### src/rtl/mem_arb_pkg.sv
// mem_arb_pkg: shared constants and small helpers for the memory arbiter.
//   Port indices: EXT=0, DMEM=1, IMEM=2.
//   Priority modes: round-robin=0, fixed priority with aging=1.
//   next_port   : cyclic successor of a port index (mod 3).
//   gnt_to_port : encode a one-hot 3-bit grant into a port index.
package mem_arb_pkg;

    localparam int unsigned MEM_ARB_PORT_EXT   = 0;
    localparam int unsigned MEM_ARB_PORT_DMEM  = 1;
    localparam int unsigned MEM_ARB_PORT_IMEM  = 2;
    localparam int unsigned MEM_ARB_NPORTS     = 3;

    localparam int unsigned MEM_ARB_PRIO_RR    = 0;
    localparam int unsigned MEM_ARB_PRIO_FIXED = 1;

    // Width of the per-port aging counters (MAX_WAIT up to 15).
    localparam int unsigned MEM_ARB_WAIT_W     = 4;

    // Successor of a port index in the rotation EXT -> DMEM -> IMEM -> EXT.
    function automatic logic [1:0] next_port(input logic [1:0] idx);
        case (idx)
            2'd0:    return 2'd1;
            2'd1:    return 2'd2;
            default: return 2'd0;
        endcase
    endfunction

    // One-hot grant to port index; zero grant maps to EXT (caller qualifies).
    function automatic logic [1:0] gnt_to_port(input logic [2:0] gnt);
        if (gnt[MEM_ARB_PORT_DMEM]) return 2'(MEM_ARB_PORT_DMEM);
        if (gnt[MEM_ARB_PORT_IMEM]) return 2'(MEM_ARB_PORT_IMEM);
        return 2'(MEM_ARB_PORT_EXT);
    endfunction

endpackage

### src/rtl/arb_pick3.sv
// arb_pick3: combinational 3-way one-hot picker.
//   req   : request vector (bit index = port index)
//   start : port searched first; search continues start+1, start+2 (mod 3)
//   aged  : aged mask; if any aged port requests, only aged ports compete
//   gnt   : one-hot grant (zero when no request)
module arb_pick3
    import mem_arb_pkg::*;
(
    input  logic [2:0] req,
    input  logic [1:0] start,
    input  logic [2:0] aged,
    output logic [2:0] gnt
);

    logic [2:0] aged_req;
    logic [2:0] cand;
    logic [1:0] p0;
    logic [1:0] p1;
    logic [1:0] p2;

    // Aged requesters form a higher class; rotate search inside the winning class.
    always_comb begin
        gnt      = 3'b000;
        aged_req = req & aged;
        cand     = (|aged_req) ? aged_req : req;
        p0       = (start == 2'd3) ? 2'd0 : start;
        p1       = next_port(p0);
        p2       = next_port(p1);
        if (cand[p0]) begin
            gnt[p0] = 1'b1;
        end else if (cand[p1]) begin
            gnt[p1] = 1'b1;
        end else if (cand[p2]) begin
            gnt[p2] = 1'b1;
        end
    end

endmodule

### src/rtl/mem_arbiter.sv
// mem_arbiter: shares one single-port synchronous word RAM between EXT (port 0),
// DMEM (port 1) and IMEM (port 2, read-only). One access per cycle; read data
// returns one cycle after the grant with rvalid on the owning port.
//   Parameters : ADDR_W, DATA_W, PRIO_MODE (0 round-robin, 1 fixed+aging), MAX_WAIT
//   Requesters : i_<p>_req/addr (all), i_<p>_we/wdata/mask (EXT, DMEM)
//   Grants     : o_<p>_gnt combinational, at most one high, zero during reset
//   Read return: o_<p>_rvalid registered, o_rdata = i_ram_rdata
//   RAM side   : o_ram_addr/wdata/we/mask, i_ram_rdata (1-cycle latency)
//   Optional   : MEM_ARB_PERF_EN adds o_conflict_cnt and o_imem_wait_cnt
module mem_arbiter
    import mem_arb_pkg::*;
#(
    parameter int unsigned ADDR_W    = 30,
    parameter int unsigned DATA_W    = 32,
    parameter int unsigned PRIO_MODE = 0,
    parameter int unsigned MAX_WAIT  = 4
) (
    input  logic                  clk,
    input  logic                  rst_n,

    input  logic                  i_ext_req,
    input  logic [ADDR_W-1:0]     i_ext_addr,
    input  logic                  i_ext_we,
    input  logic [DATA_W-1:0]     i_ext_wdata,
    input  logic [DATA_W/8-1:0]   i_ext_mask,

    input  logic                  i_dmem_req,
    input  logic [ADDR_W-1:0]     i_dmem_addr,
    input  logic                  i_dmem_we,
    input  logic [DATA_W-1:0]     i_dmem_wdata,
    input  logic [DATA_W/8-1:0]   i_dmem_mask,

    input  logic                  i_imem_req,
    input  logic [ADDR_W-1:0]     i_imem_addr,

    output logic                  o_ext_gnt,
    output logic                  o_dmem_gnt,
    output logic                  o_imem_gnt,
    output logic                  o_ext_rvalid,
    output logic                  o_dmem_rvalid,
    output logic                  o_imem_rvalid,
    output logic [DATA_W-1:0]     o_rdata,

    output logic [ADDR_W-1:0]     o_ram_addr,
    output logic [DATA_W-1:0]     o_ram_wdata,
    output logic                  o_ram_we,
    output logic [DATA_W/8-1:0]   o_ram_mask,
    input  logic [DATA_W-1:0]     i_ram_rdata
`ifdef MEM_ARB_PERF_EN
    ,
    output logic [31:0]           o_conflict_cnt,
    output logic [31:0]           o_imem_wait_cnt
`endif
);

    localparam int unsigned             MASK_W     = DATA_W / 8;
    localparam logic [MEM_ARB_WAIT_W-1:0] MAX_WAIT_C = MEM_ARB_WAIT_W'(MAX_WAIT);

    logic [2:0]                req;
    logic [2:0]                pick_gnt;
    logic [2:0]                gnt;
    logic [2:0]                aged;
    logic [2:0]                rd_gnt;
    logic [2:0]                rvalid_q;
    logic [1:0]                last_gnt;
    logic [1:0]                start;
    logic [MEM_ARB_WAIT_W-1:0] wait_cnt [MEM_ARB_NPORTS];

    logic [ADDR_W-1:0]         addr_q;
    logic [DATA_W-1:0]         wdata_q;
    logic [MASK_W-1:0]         mask_q;

    assign req = {i_imem_req, i_dmem_req, i_ext_req};

    // Mode selection: rotating start for round-robin, fixed EXT-first with aging otherwise.
    always_comb begin
        start = 2'(MEM_ARB_PORT_EXT);
        aged  = 3'b000;
        if (PRIO_MODE == MEM_ARB_PRIO_FIXED) begin
            for (int i = 0; i < int'(MEM_ARB_NPORTS); i++) begin
                aged[i] = (wait_cnt[i] == MAX_WAIT_C);
            end
        end else begin
            start = next_port(last_gnt);
        end
    end

    arb_pick3 u_pick (
        .req   (req),
        .start (start),
        .aged  (aged),
        .gnt   (pick_gnt)
    );

    // Grants are suppressed while reset is asserted, even though they are combinational.
    assign gnt        = rst_n ? pick_gnt : 3'b000;
    assign o_ext_gnt  = gnt[MEM_ARB_PORT_EXT];
    assign o_dmem_gnt = gnt[MEM_ARB_PORT_DMEM];
    assign o_imem_gnt = gnt[MEM_ARB_PORT_IMEM];

    // Only reads produce a return beat; IMEM never writes.
    assign rd_gnt = gnt & {1'b1, ~i_dmem_we, ~i_ext_we};

    // RAM request mux; with no grant the address/data hold their last driven value.
    always_comb begin
        o_ram_addr  = addr_q;
        o_ram_wdata = wdata_q;
        o_ram_mask  = mask_q;
        o_ram_we    = 1'b0;
        if (gnt[MEM_ARB_PORT_EXT]) begin
            o_ram_addr  = i_ext_addr;
            o_ram_wdata = i_ext_wdata;
            o_ram_we    = i_ext_we;
            o_ram_mask  = i_ext_we ? i_ext_mask : '1;
        end else if (gnt[MEM_ARB_PORT_DMEM]) begin
            o_ram_addr  = i_dmem_addr;
            o_ram_wdata = i_dmem_wdata;
            o_ram_we    = i_dmem_we;
            o_ram_mask  = i_dmem_we ? i_dmem_mask : '1;
        end else if (gnt[MEM_ARB_PORT_IMEM]) begin
            o_ram_addr  = i_imem_addr;
            o_ram_mask  = '1;
        end
    end

    // Hold registers for the idle RAM bus.
    always_ff @(posedge clk or negedge rst_n) begin
        if (!rst_n) begin
            addr_q  <= '0;
            wdata_q <= '0;
            mask_q  <= '0;
        end else if (|gnt) begin
            addr_q  <= o_ram_addr;
            wdata_q <= o_ram_wdata;
            mask_q  <= o_ram_mask;
        end
    end

    // Owner tag of the in-flight read; async reset drops a pending return.
    always_ff @(posedge clk or negedge rst_n) begin
        if (!rst_n) begin
            rvalid_q <= 3'b000;
        end else begin
            rvalid_q <= rd_gnt;
        end
    end

    assign o_ext_rvalid  = rvalid_q[MEM_ARB_PORT_EXT];
    assign o_dmem_rvalid = rvalid_q[MEM_ARB_PORT_DMEM];
    assign o_imem_rvalid = rvalid_q[MEM_ARB_PORT_IMEM];
    assign o_rdata       = i_ram_rdata;

    // Round-robin pointer; reset to IMEM so EXT is searched first.
    always_ff @(posedge clk or negedge rst_n) begin
        if (!rst_n) begin
            last_gnt <= 2'(MEM_ARB_PORT_IMEM);
        end else if (|gnt) begin
            last_gnt <= gnt_to_port(gnt);
        end
    end

    // Per-port aging counters: count refused cycles, saturate, clear on grant or drop.
    for (genvar p = 0; p < int'(MEM_ARB_NPORTS); p++) begin : g_wait
        always_ff @(posedge clk or negedge rst_n) begin
            if (!rst_n) begin
                wait_cnt[p] <= '0;
            end else if (!req[p] || gnt[p]) begin
                wait_cnt[p] <= '0;
            end else if (wait_cnt[p] != MAX_WAIT_C) begin
                wait_cnt[p] <= wait_cnt[p] + MEM_ARB_WAIT_W'(1);
            end
        end
    end

`ifdef MEM_ARB_PERF_EN
    logic conflict;

    assign conflict = (req[0] & req[1]) | (req[0] & req[2]) | (req[1] & req[2]);

    // Contention and fetch-stall counters, free-running and wrapping.
    always_ff @(posedge clk or negedge rst_n) begin
        if (!rst_n) begin
            o_conflict_cnt  <= '0;
            o_imem_wait_cnt <= '0;
        end else begin
            if (conflict) begin
                o_conflict_cnt <= o_conflict_cnt + 32'd1;
            end
            if (i_imem_req && !gnt[MEM_ARB_PORT_IMEM]) begin
                o_imem_wait_cnt <= o_imem_wait_cnt + 32'd1;
            end
        end
    end
`endif

endmodule

### config.mk
export PLATFORM = sky130hd
export DESIGN_NAME = mem_arbiter
export DESIGN_NICKNAME = d
export VERILOG_FILES = /design/src/rtl/mem_arb_pkg.sv /design/src/rtl/arb_pick3.sv /design/src/rtl/mem_arbiter.sv
export SDC_FILE = /design/constraint.sdc
export NUM_CORES = 1
export LEC_CHECK = 0
export ABC_CLOCK_PERIOD_IN_PS = 4580
export BUFFER_PORTS_ARGS = -buffer_cell sky130_fd_sc_hd__buf_2
export CAP_MARGIN = 5
export CORE_AREA = 2 2 120 122
export DETAILED_ROUTE_END_ITERATION = 10
export DIE_AREA = 0 0 122 124
export PLACE_DENSITY = 0.71
export SKIP_CTS_REPAIR_TIMING = 1
export SYNTH_ARGS = -nofsm -noshare
export SYNTH_HDL_FRONTEND = slang
export SYNTH_HIERARCHICAL = 1
export SYNTH_SLANG_ARGS = --single-unit
### constraint.sdc
create_clock -name clk -period 4.58 [get_ports clk]
set_clock_uncertainty 0.2 [all_clocks]
set_input_delay 0.916 -clock clk [delete_from_list [all_inputs] [get_ports clk]]
set_output_delay 0.916 -clock clk [all_outputs]
set_load 0.02 [all_outputs]
* Yosys cells after proc, flatten, opt, wreduce, memory -nomap -nowiden *
Cells that the tools add are included.

storage, ports and cells
  bits of input ports = 201
  logic and storage cells = 66
  output and inout bits = 105
  register bits = 71

operators by class
  order comparisons = 6
  reduce and logical (&&, ||, !) cells = 7
  eq/ne operators = 4
  bitwise logic cells = 3
  muxes and demuxes = 41

operators by type and width
  kind                                                 count
  two-way mux 30 bit                                   3
  two-way mux 32 bit                                   2
  two-way mux 4 bit                                    5
  two-way mux 1 bit                                    13
  two-way mux 3 bit                                    4
  case mux 2 bit (2 select lines)                      3
  two-way mux 2 bit                                    5
  < comparator 2 x 3 -> 1 bit, second input constant   3
  binary-select mux 1 bit (select 2 bit)               3
  demux 1 bit (select 2 bit)                           3
  equality test 2 x 1 -> 1 bit, second input constant  3
  >= comparator 2 x 1 -> 1 bit, second input constant  3
  logical NOT 2 bit                                    3
  bitwise AND 3 bit                                    1
  logical AND 1 bit                                    3
  OR reduction 3 bit                                   1
  equality test 2 bit, second input constant           1
  inverter 1 bit                                       2

* Longest topological paths before layout *
Gate-level depths: netlist (run 1).

  depth after elaboration = 22
  mapped depth = 16
  gate-level depth less buffers = 12

* By module *
The synthesis (run 1) kept the hierarchy.

by module, submodules not included
  module       cells an instance  times used  area each (um^2)  sequential area each (um^2)
  mem_arbiter  456                1           4254.1            1778.0
  arb_pick3    46                 1           339.1             0.0

* Worst setup path before layout (run 1) *
No wires, ideal clock.

  path kind = flip-flop to output port
  from = register last_gnt[0]
  to = output port o_ram_wdata[22]
  required time = 3.464 ns
  path slack = 0.522 ns
  cell stages (with the launch flop) = 16
  arrival time = 2.942 ns
  buffers on the path = 5
  cells stage by stage = dfrtp_1 nor2_1 inv_1 ha_1 clkbuf_1 nor2b_1 o211ai_1 o221ai_1 and3_1 a221o_1 buf_6 and2_1 buf_2 buf_4 buf_2 o21ai_1

on the way
  elaborated cells on any way between the ends = 38
  those cells by class = order compare (6); eq/ne (4); mux (22); reduce/logical (6)

RTL lines
  item                                                                      RTL line            source
  start, declared                                                           mem_arbiter.sv:65   logic [1:0] last_gnt;
  start signal, assigned                                                    mem_arbiter.sv:156  last_gnt <= 2'(MEM_ARB_PORT_IMEM);
  start signal, assigned                                                    mem_arbiter.sv:158  last_gnt <= gnt_to_port(gnt);
  equality test 2 x 1 -> 1 bit / logical NOT 2 bit (equally long branches)  mem_arb_pkg.sv:21   case (idx)
  case mux 2 bit (2 select lines) *                                         mem_arb_pkg.sv:21
  via start[0]                                                              mem_arbiter.sv:66   logic [1:0] start;
  equality test 2 bit                                                       arb_pick3.sv:26     p0 = (start == 2'd3) ? 2'd0 : start;
  two-way mux 2 bit *                                                       arb_pick3.sv:26
  equality test 2 x 1 -> 1 bit / logical NOT 2 bit (equally long branches)  mem_arb_pkg.sv:21
  case mux 2 bit (2 select lines)                                           mem_arb_pkg.sv:21
  equality test 2 x 1 -> 1 bit / logical NOT 2 bit (equally long branches)  mem_arb_pkg.sv:21
  (+4 left out)                                                             -
  demux 1 bit (select 2 bit)                                                -
  two-way mux 3 bit                                                         arb_pick3.sv:33     end else if (cand[p2]) begin
  two-way mux 3 bit                                                         arb_pick3.sv:31     end else if (cand[p1]) begin
  two-way mux 3 bit *                                                       arb_pick3.sv:29     if (cand[p0]) begin
  via pick_gnt[0]                                                           mem_arbiter.sv:60   logic [2:0] pick_gnt;
  two-way mux 3 bit *                                                       mem_arbiter.sv:96   assign gnt = rst_n ? pick_gnt : 3'b000;
  via o_ext_gnt                                                             mem_arbiter.sv:36   output logic o_ext_gnt,
  two-way mux 32 bit *                                                      mem_arbiter.sv:110  if (gnt[MEM_ARB_PORT_EXT]) begin
  end, declared                                                             mem_arbiter.sv:45   output logic [DATA_W-1:0] o_ram_wdata,

Mark *: on every way through the listed nets, which the timed path passes. The rest lies on a longest branch. The select of a mux whose other input is x is not followed.

* Worst setup path in the final report (run 1) *
  from = register last_gnt[0]
  to = output port o_ram_mask[2]

on the way
  elaborated cells on any way between the ends = 39
  those cells by class = order compare (6); eq/ne (4); mux (23); reduce/logical (6)

RTL lines
  item                                                                      RTL line            source
  equality test 2 x 1 -> 1 bit / logical NOT 2 bit (equally long branches)  mem_arb_pkg.sv:21
  case mux 2 bit (2 select lines) *                                         mem_arb_pkg.sv:21
  via start[0]                                                              mem_arbiter.sv:66
  equality test 2 bit                                                       arb_pick3.sv:26
  two-way mux 2 bit *                                                       arb_pick3.sv:26
  equality test 2 x 1 -> 1 bit / logical NOT 2 bit (equally long branches)  mem_arb_pkg.sv:21
  case mux 2 bit (2 select lines)                                           mem_arb_pkg.sv:21
  equality test 2 x 1 -> 1 bit / logical NOT 2 bit (equally long branches)  mem_arb_pkg.sv:21
  (+3 left out)                                                             -
  two-way mux 1 bit (not written as such)                                   arb_pick3.sv:34     gnt[p2] = 1'b1;
  demux 1 bit (select 2 bit)                                                -
  two-way mux 3 bit                                                         arb_pick3.sv:33
  two-way mux 3 bit                                                         arb_pick3.sv:31
  two-way mux 3 bit *                                                       arb_pick3.sv:29
  via pick_gnt[0]                                                           mem_arbiter.sv:60
  two-way mux 3 bit *                                                       mem_arbiter.sv:96
  two-way mux 4 bit *                                                       mem_arbiter.sv:110
  end, declared                                                             mem_arbiter.sv:47   output logic [DATA_W/8-1:0] o_ram_mask,

Marked as above.

==> results of run 1 <==
## report_power, final
part           leakage, nW  switching, mW  internal [mW]  total (mW)
sequential           0.837          0.130          0.950        1.08
combinational         2.09           2.42           1.48        3.90
clock                0.158          0.286          0.533       0.819
total                 3.08           2.83           2.97        5.80
## how the worst min path moves through the flow
stage | start | end | cells past startpoint
5_1_grt | addr_q[29]$_DFFE_PN0P_ | addr_q[29]$_DFFE_PN0P_ | 1
6_report | addr_q[29]$_DFFE_PN0P_ | addr_q[29]$_DFFE_PN0P_ | 1
2_1_floorplan | addr_q[29]$_DFFE_PN0P_ | addr_q[29]$_DFFE_PN0P_ | 1
3_5_place_dp | addr_q[29]$_DFFE_PN0P_ | addr_q[29]$_DFFE_PN0P_ | 1
3_3_place_gp | last_gnt[1]$_DFFE_PN1P_ | last_gnt[1]$_DFFE_PN1P_ | 2
4_1_cts | last_gnt[1]$_DFFE_PN1P_ | last_gnt[1]$_DFFE_PN1P_ | 2
## worst max-delay path, delay by kind of cell, from the launching register on
kind | cells | cell delay (ns)
AOI/OAI and AO/OA | 5 | 1.27
DFF | 1 | 0.38
adders and majority gates | 1 | 0.28
buffers and inverters | 3 | 0.43
and+or+nand+nor | 3 | 0.61
## sequential cells by signal (all words and copies together) (netlist names)
| signal | flops |
|---|---|
| addr_q | 30 |
| mask_q | 4 |
| last_gnt | 2 |
| wdata_q | 32 |
| rvalid_q | 3 |
## cell usage in the layout, fill, tap and decap left out, types with 3 or more instances in the layout
cell type / count
a21oi_1: 3
a31oi_1: 58
buf_12: 4
buf_2: 239
buf_4: 19
bufinv_16: 3
clkbuf_16: 10
clkinvlp_4: 3
conb_1: 19
dfrtp_1: 70
inv_1: 10
mux2i_1: 33
nand2_1: 65
nor2_1: 10
nor2_2: 5
nor2_4: 18
nor2b_1: 5
o211ai_1: 3
o21ai_0: 49
o21ai_1: 19
o221a_2: 8
o221ai_1: 30
o22ai_1: 3
or2_4: 3
## metrics by stage
step,utilization (%),total power [mW]
3_3_place_gp,42.4,4.79
4_1_cts,44.9,5.68
6_report,45.9,5.80
5_1_grt,45.9,6.26
2_1_floorplan,-,3.77
3_5_place_dp,42.4,4.84
## cell families (layout without fill, tap and decap cells)
family | count (synthesis) | in the layout | share of synthesized area (%)
AO/OA/AOI/OAI | 189 | 190 | 27.5
AND/OR/NAND/NOR | 119 | 120 | 14.0
buffers and inverters | 84 | 291 | 11.2
flip-flops | 71 | 71 | 38.7
multiplexers | 34 | 34 | 7.44
adder cells (fa/ha/maj) | 4 | 4 | 1.09
other | 1 | 19 | 0.0816
## layer usage
layer  wire [um]  vias up  global-route usage (%)
met5           0        -                       0
met4         182        0                    5.89
met3        1400       15                    6.00
met2        7240      221                    31.6
met1        5660     2097                    20.3
li1            -     2265                       -
## final cells by class
cell class              count  area share (%)
well taps                 180            3.58
flip-flops and latches     71            28.3
clock inverters             7            1.93
inverters                  11           0.656
multi-input cells         367            38.9
clock buffers               9            3.58
repair buffers            264            23.1
==> flow_summary.yaml, run 1 <==
status:
  status: "finished, final reports clean"
placed_design:
  hpwlAfterDp_um: 10900
  pre_cts_ws_ns: 0.186
  gp_congestion: 0.756
  io_buffer_count: 241
  dpl.cell_count: 887
  placed_area_mm2: 0.00582
final_layout:
  antenna_cells: 0
  final_area_mm2: 0.00629
  multi_input_area_mm2: 0.00244
  drive_above_1_share_pct: 45.3
  area_growth_pct: 37.0
  final_net_count: 929
  ff_latch_area_mm2: 0.00178
  fillCellCount: 1360
  stdcell_count: 909
synthesis:
  synth.most_common_cell: "dfrtp_1"
  yosys.area.top_type: "dfrtp_1"
  syn_area_mm2: 0.00459
  synth_area_leaders: "dfrtp_1 38%, a31oi_1 7.9%, mux2i_1 7.2%"
  ys.flop_type: "dfrtp_1"
  ys_ff_latch: 71
  synth_cells: 502
  ys_warn_count: 6
  async_flop_share_pct: 100
  synth_edf_count: 0
  syn_area_per_cell_um2: 9.15
  ys_top_cells_by_count: "70 x dfrtp_1, 65 x nand2_1, 58 x a31oi_1"
  yosysUniqueCellTypes: 44
  yosys.area.top_type_share_pct: 38.1
  ys_seq_area_share_pct: 38.7
global_routing:
  grt_pass1_wl_um: 20800
  antenna_found_initial: 0
  grt_start_max_net_pins: 64
  grt_usage_pct: 17.9
  grt_overflow_total: 0
  first_global_vias: 4130
worst_setup_path:
  crit_path_start_kind: "flip-flop"
  reg2reg_slack_ns: 1.40
  critPathCaptureType: "output port"
  crit_fanout: 14
  crit_start: "last_gnt[0]$_DFFE_PN0P_"
  reg2reg_to: "mask_q[0]$_DFFE_PN0P_"
  worst-r2r-cell-count: 11
  crit_slowest_cell: "o31a_4"
  r2r-start: "last_gnt[0]$_DFFE_PN0P_"
  max_stage_delay_ns: 0.41
  path_cells: "nor2_2 -> inv_2 -> ha_4 -> nor2b_1 -> o211ai_1 -> o221ai_1 -> and3_1 -> a221o_2 -> o31a_4 -> buf_12 -> o221a_2 -> buf_2"
  endpoint: "o_ram_mask[2]"
  worstPathArrival_ns: 3.32
  cp_data_required_time_ns: 3.46
  crit_type: "reg -> out"
clock_network:
  path_clk_slew_ns: 0.06
  cts_max_path_buffers: 2
  root_buffer: "clkbuf_16"
  clock_sink_count: 71
  cts_tree: "yes"
  htree_levels: 3
  clock_latency_ns: 0.33
  cts_buffers: 9
sta:
  hold_viol: 0
  fin_tns_setup_ns: 0
  finalCriticalPeriod_ns: 4.44
  fmax_mhz: 225
  max_slew.worst_pin.slew_ns: 0.627
  setup_ws_ns: 0.144
  post-route-period-util_pct: 96.9
  setup_violations: 0
  slew_headroom_pct: 58.2
  slew_violations: 0
  hold_ws_ns: 0.304
job:
  drv_cap: 0
power_and_ir_drop:
  p_leak_nw: 3.08
  pwr_density_cell_mw_per_mm2: 922
  peakVddDrop_uv: 329
detailed_routing:
  wirelength_um: 14500
  vias_per_cell: 5.06
  ant_nets: 0
  first_iter_violations: 220
  vias: 4598
  first_pass_iters: 5
  drc: 0
  wl_per_cell_um: 15.9
die:
  die_w_um: 122
  start_util_pct: 33.5
  die_h_um: 124
  rows: 43
  io_pins: 306
  core-area_mm2: 0.0137
  die_area_mm2: 0.0151
worst_hold_path:
  min_path_type: "reg -> reg"
Power figures use the tool's default switching activity.
==> inputs of run 2 (changes only) <==
Settings changed: BUFFER_PORTS_ARGS -buffer_cell sky130_fd_sc_hd__buf_2 to default, CAP_MARGIN 5 to default, CORE_AREA 2 2 120 122 to default, CORE_MARGIN from default to 2, CORE_UTILIZATION from default to 23, DIE_AREA 0 0 122 124 to default, DONT_BUFFER_PORTS from default to 1, PLACE_DENSITY 0.71 to 0.41.
==> flow_summary.yaml, run 2 (synthesized netlist as in run 1, its figures left out) <==
worst_setup_path:
  crit_type: "reg -> out"
  critPathCaptureType: "output port"
  crit_path_start_kind: "flip-flop"
  crit_fanout: 29
  cp_data_required_time_ns: 3.46
  worstPathArrival_ns: 3.29
detailed_routing:
  ant_nets: 0
  wl_per_cell_um: 17.5
  vias_per_cell: 4.78
  vias: 3844
  first_pass_iters: 6
  drc: 0
  wirelength_um: 14100
  first_iter_violations: 165
sta:
  post-route-period-util_pct: 96.2
  setup_ws_ns: 0.175
  slew_violations: 0
  fin_tns_setup_ns: 0
  rsz0062_at_grt: "true"
  hold_ws_ns: 0.0673
  hold_viol: 0
  setup_violations: 0
  fmax_mhz: 227
  finalCriticalPeriod_ns: 4.41
final_layout:
  final_area_mm2: 0.00547
  largest_reg_flops: 32
  layout_common_cells: "70 x dfrtp_1, 70 x buf_4, 65 x nand2_1"
  final_net_count: 739
  post-route-util_pct: 28.0
  area_growth_pct: 19.0
  reg_top3: "wdata_q (32), addr_q (30), mask_q (4)"
  antenna_cells: 0
  regMostFlops: "wdata_q"
  stdcell_count: 804
  drive_above_1_share_pct: 26.0
die:
  rows: 51
  die_area_mm2: 0.0211
  io_pins: 306
  die_h_um: 145
  die_w_um: 145
  core-area_mm2: 0.0195
  start_util_pct: 23.5
global_routing:
  grt_start_max_net_pins: 138
  grt_overflow_total: 0
  grt_pass1_wl_um: 21300
  antenna_found_initial: 0
  first_global_vias: 3996
  grt_usage_pct: 12.8
worst_hold_path:
  min_path_type: "in -> async"
power_and_ir_drop:
  seqPwrFrac_pct: 19.1
  pwr_density_cell_mw_per_mm2: 1050
  combPwrFrac_pct: 68.4
  pwr-share-clk_pct: 12.4
  p_int_mw: 2.93
  p_switching_mw: 2.78
  peakVddDrop_uv: 361
  sw_frac_of_total_pct: 48.7
  fin_total_pwr_mw: 5.72
  p_leak_nw: 2.33
clock_network:
  cts_max_path_buffers: 2
  clock_latency_ns: 0.33
  htree_levels: 3
  cts_tree: "yes"
  path_clk_slew_ns: 0.06
  root_buffer: "clkbuf_16"
  clock_sink_count: 71
  cts_buffers: 9
placed_design:
  gp_congestion: 0.770
  dpl.cell_count: 783
  hpwlAfterDp_um: 10200
  placed_area_mm2: 0.00507
  io_buffer_count: 0
  pre_cts_ws_ns: 0.209
job:
  drv_cap: 0
status:
  status: "finished, final reports clean"
[run 2: changes by cell type in the layout (fill, tap and decap cells not counted), moves of 3 or more]
cell / before / now
buf_2: 239 / 0
buf_4: 19 / 70
buf_12: 4 / 1
or2_2: 2 / 5
or2_4: 3 / 0
[run 2: path summary, 6_finish.rpt]
| path | start | to | slack (ns) | depth (start not counted) |
|---|---|---|---|---|
| max reg2reg | last_gnt[1]$_DFFE_PN1P_ | mask_q[2]$_DFFE_PN0P_ | 1.41 | 11 |
| min reg2reg | last_gnt[1]$_DFFE_PN1P_ | last_gnt[1]$_DFFE_PN1P_ | 0.30 | 2 |
| max | last_gnt[1]$_DFFE_PN1P_ | o_ram_addr[9] | 0.17 | 13 |
| min in group clk | last_gnt[1]$_DFFE_PN1P_ | last_gnt[1]$_DFFE_PN1P_ | 0.30 | 2 |
| min | rst_n | addr_q[25]$_DFFE_PN0P_ | 0.07 | 0 |
| max in group asynchronous | rst_n | last_gnt[1]$_DFFE_PN1P_ | 3.90 | 0 |
[run 2: final cells by class]
type | count | area (um2)
clock inverter | 7 | 73.8
timing repair buffer | 75 | 598
fill | 2113 | 14100
clock buffer | 9 | 225
inverter | 11 | 41.3
multi-input combinational | 366 | 2420
sequential | 71 | 1780
tap | 265 | 332
[run 2: metal layers]
metal / part of all wire, % / global-route usage (%) / up-vias
met4: 1.7 / 5.44 / 0
met2: 48 / 22.0 / 212
met5: 0 / 0 / -
met3: 10 / 5.09 / 14
met1: 40 / 14.0 / 1747
li1: - / - / 1871
[run 2: worst max-delay path, stage by stage (launching register included)]
cell      delay [ns]
dfstp_2         0.56
nor2_2          0.06
inv_1           0.07
ha_2            0.32
nor2b_1         0.17
o211ai_1        0.09
o221ai_1        0.14
and3_1          0.21
a221o_2         0.36
o31a_4          0.37
buf_12          0.20
nor2_1          0.15
a31oi_1         0.05
buf_4           0.17
[run 2: power by group through the flow]
| stage | Combinational (mW) | Sequential (mW) | Clock, mW |
|---|---|---|---|
| 3_3_place_gp | 3.77 | 1.10 | 0 |
| 4_1_cts | 3.83 | 1.10 | 0.749 |
| 5_1_grt | 4.27 | 1.13 | 0.776 |
| 2_1_floorplan | 2.70 | 1.07 | 0 |
| 3_5_place_dp | 3.83 | 1.10 | 0 |
| 6_report | 3.91 | 1.09 | 0.710 |
==> inputs of run 3 (changes only) <==
Settings changed: CAP_MARGIN from default to 20, CELL_PAD_IN_SITES_DETAIL_PLACEMENT from default to 0, CELL_PAD_IN_SITES_GLOBAL_PLACEMENT from default to 2, CORE_MARGIN 2 to default, PLACE_DENSITY 0.41 to 0.63.
==> flow_summary.yaml, run 3 (synthesized netlist as in run 1, its figures left out) <==
final_layout:
  antenna_cells: 0
  fillCellCount: 2067
  drive_above_1_share_pct: 29.2
  final_net_count: 755
  reg_top3: "wdata_q (32), addr_q (30), mask_q (4)"
  ff_latch_area_mm2: 0.00178
  multi_input_area_mm2: 0.00244
  largest_reg_flops: 32
  final_common_cell: "buf_4"
  layout_common_cells: "83 x buf_4, 70 x dfrtp_1, 65 x nand2_1"
  area_growth_pct: 24.3
  regMostFlops: "wdata_q"
  stdcell_count: 820
global_routing:
  grt_pass1_wl_um: 19800
  grt_overflow_total: 0
  first_global_vias: 3704
  grt_usage_pct: 12.9
  grt_start_max_net_pins: 138
  antenna_found_initial: 0
detailed_routing:
  wl_per_cell_um: 17.8
  drc: 0
  wirelength_um: 14600
  vias: 4008
  vias_per_cell: 4.89
  ant_nets: 0
  first_pass_iters: 4
  first_iter_violations: 164
power_and_ir_drop:
  pwr_density_cell_mw_per_mm2: 1080
  p_leak_nw: 2.46
  peakVddDrop_uv: 394
worst_setup_path:
  reg2reg_slack_ns: 1.16
  r2r-start: "last_gnt[1]$_DFFE_PN1P_"
  crit_path_start_kind: "flip-flop"
  worstPathArrival_ns: 3.33
  path_cells: "nor2_2 -> inv_1 -> ha_2 -> inv_1 -> o311a_1 -> and3_1 -> a221o_2 -> buf_4 -> buf_12 -> nand4b_1 -> buf_4 -> or2_2 -> o221a_2"
  reg2reg_to: "mask_q[0]$_DFFE_PN0P_"
  worst-r2r-cell-count: 13
  cp_data_required_time_ns: 3.46
  crit_slowest_cell: "dfstp_2"
  crit_type: "reg -> out"
  critPathCaptureType: "output port"
  crit_fanout: 7
  max_stage_delay_ns: 0.57
clock_network:
  root_buffer: "clkbuf_16"
  path_clk_slew_ns: 0.07
  htree_levels: 3
  clock_sink_count: 71
  cts_max_path_buffers: 2
  cts_tree: "yes"
  clock_latency_ns: 0.34
  cts_buffers: 9
placed_design:
  gp_congestion: 0.731
  dpl.cell_count: 787
  pre_cts_ws_ns: 0.219
  hpwlAfterDp_um: 10200
  io_buffer_count: 0
sta:
  slew_violations: 0
  hold_viol: 0
  rsz0062_at_grt: "false"
  setup_violations: 0
  finalCriticalPeriod_ns: 4.45
  setup_ws_ns: 0.132
  fmax_mhz: 225
  hold_ws_ns: 0.0714
  post-route-period-util_pct: 97.1
die:
  rows: 51
  die_h_um: 143
  die_w_um: 143
  core-area_mm2: 0.0195
  io_pins: 306
  die_area_mm2: 0.0205
  start_util_pct: 23.5
job:
  drv_cap: 0
status:
  status: "finished, final reports clean"
worst_hold_path:
  min_path_type: "in -> async"
## run 3: area by class of cell
class / count / share of cell area (%)
multi-input combinational: 366 / 42.7
sequential: 71 / 31.1
clock buffer: 9 / 3.94
clock inverter: 7 / 1.78
inverter: 11 / 0.767
timing repair buffer: 91 / 13.9
tap: 265 / 5.81
## run 3: through the flow
stage	instance area (um2)	setup TNS [ns]	total power, mW	utilization, %
after floorplan	4660	0	3.77	-
after global placement	5110	0	4.92	26.2
after detailed placement	5110	0	4.96	26.2
after CTS	5440	-1.28	5.79	27.8
after global routing	5710	0	6.61	29.2
final	5710	0	6.15	29.2
## run 3: worst max path at each step
stage | start | endpoint | slack (ns) | cells past startpoint
6_report | last_gnt[1]$_DFFE_PN1P_ | o_ram_mask[2] | 0.13 | 13
5_1_grt | last_gnt[1]$_DFFE_PN1P_ | o_ram_addr[20] | 0.006 | 14
4_1_cts | last_gnt[0]$_DFFE_PN0P_ | o_ram_mask[3] | -0.19 | 12
3_5_place_dp | last_gnt[0]$_DFFE_PN0P_ | o_ram_mask[3] | 0.22 | 12
3_3_place_gp | last_gnt[0]$_DFFE_PN0P_ | o_ram_mask[0] | 0.29 | 12
2_1_floorplan | last_gnt[0]$_DFFE_PN0P_ | o_ram_wdata[22] | 0.52 | 15
## run 3: worst max-delay path, delay by kind of cell, from the launching register on
| kind | cells | cell delay, ns |
|---|---|---|
| AO/OA/AOI/OAI | 3 | 0.89 |
| adder cells (fa/ha/maj) | 1 | 0.22 |
| buffers and inverters | 5 | 0.63 |
| flip-flops | 1 | 0.57 |
| AND/OR/NAND/NOR | 4 | 0.69 |
## run 3: report_power, final
part | switching (mW) | internal, mW | total (mW)
clock network | 0.300 | 0.483 | 0.783
registers | 0.149 | 0.951 | 1.10
logic | 2.47 | 1.80 | 4.26
total | 2.92 | 3.23 | 6.15
## run 3: layer usage
metal  wire length, um  up-vias  share of wire, %  GRT usage [%]
met4               201        0               1.4           4.48
met5                 0        -                 0              0
li1                  -     1910                 -              -
met1              5750     1875                39           14.0
met2              7090      207                49           22.0
met3              1550       16                11           6.13
